## src/rtl/shift_left_pipe.sv

```systemverilog
// Pipelined logical left barrel shifter: stage k applies a shift of 2^k when
// bit k of the amount is set, and tracks whether nonzero bits left through the MSB.
module shift_left_pipe #(
  parameter int unsigned WIDTH = 64,
  parameter int unsigned SHW   = 6
) (
  input  logic             clk,
  input  logic             rst_n,
  input  logic             in_valid,
  output logic             in_ready,
  input  logic [WIDTH-1:0] in_data,
  input  logic [SHW-1:0]   in_shift,
  output logic             out_valid,
  input  logic             out_ready,
  output logic [WIDTH-1:0] out_data,
  output logic             out_lost,
  output logic             busy
);

  // Unconsumed shift bits of every stage, packed triangularly: stage k keeps SHW-1-k bits.
  localparam int unsigned REM_W = SHW * (SHW - 1) / 2;

  logic [SHW-1:0]   valid_q;
  logic [SHW-1:0]   lost_q;
  logic [WIDTH-1:0] data_q [SHW];
  logic [REM_W-1:0] rem_q;
  logic             advance;

  // Single global stall: the whole pipe moves only when the last stage can drain.
  assign advance   = out_ready | ~valid_q[SHW-1];
  assign in_ready  = advance;
  assign out_valid = valid_q[SHW-1];
  assign out_data  = data_q[SHW-1];
  assign out_lost  = lost_q[SHW-1];
  assign busy      = |valid_q;

  for (genvar k = 0; k < SHW; k++) begin : g_stage
    localparam int unsigned STEP    = 32'd1 << k;
    localparam int unsigned NIN     = SHW - k;
    localparam int unsigned OFF_OUT = k * (2 * SHW - 1 - k) / 2;

    logic [NIN-1:0]   sh_in;
    logic [WIDTH-1:0] din;
    logic             lin;
    logic             vin;
    logic [WIDTH-1:0] data_d;
    logic             lost_d;

    if (k == 0) begin : g_src
      assign sh_in = in_shift;
      assign din   = in_data;
      assign lin   = 1'b0;
      assign vin   = in_valid;
    end else begin : g_src
      localparam int unsigned OFF_IN = (k - 1) * (2 * SHW - k) / 2;
      assign sh_in = rem_q[OFF_IN +: NIN];
      assign din   = data_q[k-1];
      assign lin   = lost_q[k-1];
      assign vin   = valid_q[k-1];
    end

    // Bits pushed out are exactly the top STEP bits of the incoming word.
    always_comb begin
      data_d = din;
      lost_d = lin;
      if (sh_in[0]) begin
        data_d = din << STEP;
        lost_d = lin | (|din[WIDTH-1 -: STEP]);
      end
    end

    always_ff @(posedge clk) begin
      if (!rst_n) begin
        valid_q[k] <= 1'b0;
        lost_q[k]  <= 1'b0;
        data_q[k]  <= '0;
      end else if (advance) begin
        valid_q[k] <= vin;
        lost_q[k]  <= lost_d;
        data_q[k]  <= data_d;
      end
    end

    if (k < SHW - 1) begin : g_rem
      always_ff @(posedge clk) begin
        if (!rst_n) begin
          rem_q[OFF_OUT +: NIN-1] <= '0;
        end else if (advance) begin
          rem_q[OFF_OUT +: NIN-1] <= sh_in[NIN-1:1];
        end
      end
    end
  end

endmodule

```

## config.mk

```make
export PLATFORM = sky130hd
export DESIGN_NAME = shift_left_pipe
export DESIGN_NICKNAME = d
export VERILOG_FILES = /design/src/rtl/shift_left_pipe.sv
export SDC_FILE = /design/constraint.sdc
export NUM_CORES = 1
export LEC_CHECK = 0
export ABC_AREA = 1
export CAP_MARGIN = 20
export CORE_AREA = 4 4 179 181
export CTS_BUF_LIST = sky130_fd_sc_hd__clkbuf_4
export DETAILED_ROUTE_END_ITERATION = 8
export DIE_AREA = 0 0 183 185
export PLACE_DENSITY = 0.81
export SYNTH_ARGS = -nofsm -noshare
export SYNTH_HDL_FRONTEND = slang
export SYNTH_SLANG_ARGS = --single-unit
```

## constraint.sdc

```tcl
create_clock -name clk -period 4.5 [get_ports clk]
set_clock_uncertainty 0.05 [all_clocks]
set_input_delay 1.35 -clock clk [delete_from_list [all_inputs] [get_ports clk]]
set_output_delay 1.35 -clock clk [all_outputs]
set_load 0.03 [all_outputs]
```

==> summary.md <==
| Metric | Value |
|---|---|
| Status | finished clean |
| Post-layout min period | 4.09 ns |
| Worst skew pair latency | 0.72 ns |
| CTS Buf Count | 96 |
| RSZ-0062 raised after global routing | no |
| All-Layer GR Usage | 0.197 |
| Final Max Tran Viols | 0 |
| Post-DRT Antenna Nets | 0 |
| Post-detail-place hpwl | 22,600 um |
| Clk buf depth | 3 |
| Syn. warnings | 0 |
| Highest clock rate | 245 MHz |
| Post-Synthesis Net Count | 1,905 |
| Slew HR | 0.383 |
| Leakage | 7.88 nW |
| Yosys reg bits | 411 |
| Gr ovfl total | 0 |
| Hold WS | 0.403 ns |
| H-tree depth | 3 |
| Critical Path RT | 3.10 ns |
| Layout area overhead | 12.7% |
| Crit end category | primary output |
| Synthesized area per cell | 10.0 um^2 |
| Share of cells above drive strength 1 | 0.0948 |
| Initial Util | 0.602 |
| CP Max Fanout | 3 |
| Vias in the first global route | 11,600 |
| I/O Pins | 142 |
| Die W | 183 um |
| VDD IR max | 0.000183 V |
| Final TNS setup | 0 ns |
| Sequential share of the synthesized area | 0.659 |
| MaxCap Viol Count | 0 |
| Total number of vias | 12,400 |
| Mapped cell area | 18,300 um^2 |
| Detailed-route vias per instance | 5.19 |
| Site row count | 64 |
| Crit path launch type | input port |
| Most frequent cells in the layout | nand2_1, edfxtp_1, a21oi_1, nor2_1, clkdlybuf4s50_1 |
| Starting DRT DRC Count | 964 |
| Drc violations | 0 |
| Worst-margin pin slew | 0.923 ns |
| Commonest non-fill, non-tap cell in the layout | nand2_1 |
| Final Hold Fails | 0 |
| Critical Path AT | 2.69 ns |
| Global-route wire length before repair | 55,000 um |
| Largest net degree at the start of global routing | 148 |
| Die Ht | 185 um |
| Setup-failing EPs final | 0 |
| Drt total wl | 33,600 um |
| Total Power | 0.00762 W |
| Clock slew at reported path FFs | 0.06 ns |
| Routed wire per std cell | 14.0 um |
| Core box area | 30,400 um^2 |
| Worst hold-check path type | reg2reg |
| Clock root buffer | clkbuf_4 |
| Post-CTS Hold Fix Bufs | 0 |
| CTS sink cnt | 411 |
| Final #Nets | 1,988 |
| Crit path kind | in2out |
| Pwr per Cell Area | 369 nW/um^2 |
| Pre-antenna DRT Iters | 8 |
| GP Congestion | 0.869 |
| Initial antenna violation count | 1 |
| CTS tree | built |
| Syn Inst Count | 1,831 |
| Port buffer count | 141 |
| Setup bufs post-CTS | 0 |
| Unique masters post-synth | 24 |
| CTS resizes | 0 |
| Die area | 33,900 um^2 |
| Period utilisation layout | 0.908 |
==> power breakdown <==
part	switching (W)	internal, W
sequential	0.0000693	0.00429
clock	0.00140	0.00143
combinational	0.000267	0.000172
total	0.00174	0.00588
==> path summary, 6_finish.rpt <==
check	startpoint	end	slack, ns	depth (start not counted)
setup reg to reg	g_stage[4].sh_in[0]	data_q[2][14]	2.08	4
setup / recovery	out_ready	in_ready	0.41	4
hold reg to reg	out_lost	out_lost	0.40	2
hold / removal	out_lost	out_lost	0.40	2
==> logic make-up (layout without fill, tap and decap cells) <==
kind of cell / count (synthesis) / after routing / synth area share
AND/OR/NAND/NOR: 773 / 773 / 0.162
flip-flops: 411 / 411 / 0.659
AO/OA/AOI/OAI: 350 / 350 / 0.0981
buffers and inverters: 297 / 459 / 0.0814
other: 0 / 1 / 0
==> Yosys cell counts <==
cell,instances,area share
edfxtp_1,384,0.63
a32o_1,1,0.00055
nand3_1,2,0.00055
and3_1,2,0.00068
buf_2,34,0.0093
nor2_8,1,0.0011
inv_2,8,0.0016
buf_4,79,0.032
buf_1,4,0.00082
clkbuf_1,54,0.011
nand2_1,612,0.13
o21ai_2,4,0.0019
dfxtp_1,27,0.030
a21oi_1,324,0.089
nand4_1,7,0.0024
nor2_4,2,0.0012
inv_1,112,0.023
o22ai_2,1,0.00068
nor4_1,1,0.00034
clkinv_1,1,0.00020
o21ai_0,6,0.0016
nor2_1,146,0.030
buf_6,5,0.0031
o22ai_1,14,0.0048
==> worst max-delay path, stage by stage <==
cell             delay, ns
clkdlybuf4s50_1       0.50
nor2_4                0.07
inv_2                 0.09
clkdlybuf4s50_1       0.68
==> metrics by stage <==
step,instance area [um^2],worst slack [ns],util,instances
2_1_floorplan,18300,0.464,-,1831
3_3_place_gp,19400,0.423,0.639,2212
6_report,20600,0.413,0.678,2390
5_1_grt,20600,0.370,0.678,2390
3_5_place_dp,19400,0.403,0.639,2212
4_1_cts,20600,0.403,0.678,2389
==> sequential cells by signal, summed over array words and instances (netlist names) <==
signal,flops
g_stage.vin,5
out_lost,1
g_stage.lin,5
data_q,384
out_valid,1
g_stage.sh_in,15
==> routing by layer <==
layer  up-vias  share of wire  GRT usage
met5         -              0          0
li1       6286              -          -
met4         0          0.024     0.0754
met1      5600           0.42      0.260
met2       448           0.49      0.333
met3        62          0.063     0.0324
==> cell type report <==
class	count	area (um^2)
clock buffer	138	1040
sequential	411	12100
inverter	121	469
timing repair buffer	161	1630
multi-input combinational	1123	4760
tap	396	495
fill	2291	9790
antenna	1	2.50
clock inverter	39	170
Power figures use the tool's default switching activity.
==> RTL edit: new RTL, same settings <==
Set the parameter `SHW` to 3 (it was 6).
--- a/src/rtl/shift_left_pipe.sv
+++ b/src/rtl/shift_left_pipe.sv
@@ -2,7 +2,7 @@
 // bit k of the amount is set, and tracks whether nonzero bits left through the MSB.
 module shift_left_pipe #(
   parameter int unsigned WIDTH = 64,
-  parameter int unsigned SHW   = 6
+  parameter int unsigned SHW   = 3
 ) (
   input  logic             clk,
   input  logic             rst_n,
Ports: changed (resized in_shift); port bits go from 142 to 139. No check against the original RTL was run, so the function may have changed too.
==> RTL edit against the unedited design <==
Count of clock-buffer cells in the layout shrank 71; setup slack worse by 0.0060 ns; sequential cell count fell by 210; non-clock buffer count shrank 13; wire length is 38% lower; synthesized area shrank 51%; final area shrank 46%; critical endpoint unchanged; highest routed layer is now met5; power decreased by 45%.
==> RTL edit: results (changes against the unedited design) <==
stage	metric	value	unit	change
grt	met1 Usage GRT	0.134		-0.126
grt	met3 usage	0.0369		+0.00452
timing	Slew @ Worst Pin	1.09	ns	+0.166 ns
yosys	sequential area share after synthesis	0.666		+0.00690
yosys	Syn Nets	940		-51%
grt	overall routing resource usage	0.120		-0.0770
drt	DRT Pass-1 Iters	6		-2
drt	Routed WL	20.8	mm	-38%
grt	met2 global-route usage	0.214		-0.120
power_and_ir_drop	Net Sw Frac	0.254		+0.0264
place	hpwl dp	13.6	mm	-40%
power_and_ir_drop	Pleak	4.19	nW	-47%
worst_setup_path	CP Max Fanout	2		-1
drt	DR WL met2	10.4	mm	-37%
worst_setup_path	worst reg2reg endpoint	data_q[2][45]$_SDFFCE_PP0P_		
yosys	count of cell types in the netlist	17		-29%
drt	Post-Route M1 WL	8.09	mm	-43%
finish	register with the most flip-flops	data_q		
finish	Final nets	1081		-46%
worst_setup_path	Critical R2R Launch	out_valid$_SDFFE_PN0P_		
drt	via count	6794		-45%
place	I/O Buffers	138		-2.1%
cts	Max H-tree Level	2		-1
finish	max reg flops	192		-50%
worst_setup_path	Worst R2R Setup Slack	2.66	ns	+0.58 ns
cts	later-pin clock latency in the skew report	0.63	ns	-0.09 ns
power_and_ir_drop	Logic pwr share	0.113		+0.055
grt	global-route wire length before repair	33.5	mm	-39%
drt	# DRC	0		unchanged
power_and_ir_drop	Clk pwr share	0.353		-0.018
grt	largest net degree at the start of global routing	82		-45%
cts	CTS buffer count	51		-47%
worst_setup_path	largest delay contributor family on the critical path	buffers and inverters		
power_and_ir_drop	VDD IR max	0.000146	V	-20%
min_path	HP Start	g_stage[2].vin$_SDFFE_PN0P_		
power_and_ir_drop	switching power	1.07	mW	-39%
place	pre-CTS WS	0.408	ns	+0.00438 ns
drt	drt first-iter violations	486		-50%
worst_setup_path	max incr delay on CP	0.69	ns	
yosys	commonest cells in the synthesized netlist	nand2_1 (384), edfxtp_1 (192), a21oi_1 (185)		
timing	Tmin final	4.09	ns	+0.00600 ns
grt	vias in the first global route	6960		-40%
worst_setup_path	cells on worst reg2reg path	4		unchanged
yosys	area fraction in compound gates after synthesis	0.108		+0.0104
min_path	Hold EP	out_valid$_SDFFE_PN0P_		
cts	post-CTS resize count	0		unchanged
finish	share of layout cells above drive strength 1	0.0906		-0.00427
yosys	multiplexer area fraction after synthesis	0		unchanged
drt	Max Used Layer	met5		
yosys	ranking of synthesized cells by area	edfxtp_1 (65%), nand2_1 (16%), a21oi_1 (10%), buf_6 (2.6%), dfxtp_1 (2.0%)		
yosys	asr flop ratio synth	0		unchanged
grt	antenna violations before repair	4		+3
yosys	EDFF count, synth	192		-50%
drt	DR WL met3	1.75	mm	-17%
place	Placer Congestion	0.799		-8.0%
outcome	outcome	finished, final reports clean		
RTL edit: cell count changes after synthesis, moves of 18 or more:
| cell | delta |
|---|---|
| buf_4 | -77 |
| nand2_1 | -228 |
| a21oi_1 | -139 |
| nor2_1 | -138 |
| inv_1 | -101 |
| dfxtp_1 | -18 |
| clkbuf_1 | -49 |
| edfxtp_1 | -192 |
RTL edit: worst max-delay path by stage:
| stage | startpoint | endpoint | cells past startpoint |
|---|---|---|---|
| 6_report | out_ready | in_ready | 4 |
| 5_1_grt | out_ready | in_ready | 4 |
| 3_5_place_dp | out_ready | in_ready | 4 |
| 4_1_cts | out_ready | in_ready | 4 |
| 3_3_place_gp | out_ready | in_ready | 4 |
| 2_1_floorplan | out_ready | data_q[0][0]$_SDFFCE_PP0P_ | 2 |
RTL edit: stage by stage:
step | std cells | cell area [sq um] | hold slack [ns]
after floorplan | 869 | 8930 | 0.372
after global placement | 1351 | 10500 | 0.383
after detailed placement | 1351 | 10500 | 0.397
after CTS | 1443 | 11100 | 0.399
after global routing | 1446 | 11200 | 0.434
final | 1447 | 11200 | 0.410
RTL edit: tightest hold or removal path, stage by stage, from the launching register on:
cell,delay [ns]
dfxtp_1,0.32
nand2_1,0.05
nand2_1,0.05
RTL edit: cell type report:
| cell class | count | area (sq um) |
|---|---|---|
| antenna | 2 | 5.00 |
| clock buffer | 67 | 503 |
| clock inverter | 25 | 126 |
| fill | 2978 | 19200 |
| inverter | 15 | 56.3 |
| multi-input combinational | 593 | 2530 |
| sequential | 201 | 5950 |
| tap | 396 | 495 |
| timing repair buffer | 148 | 1530 |
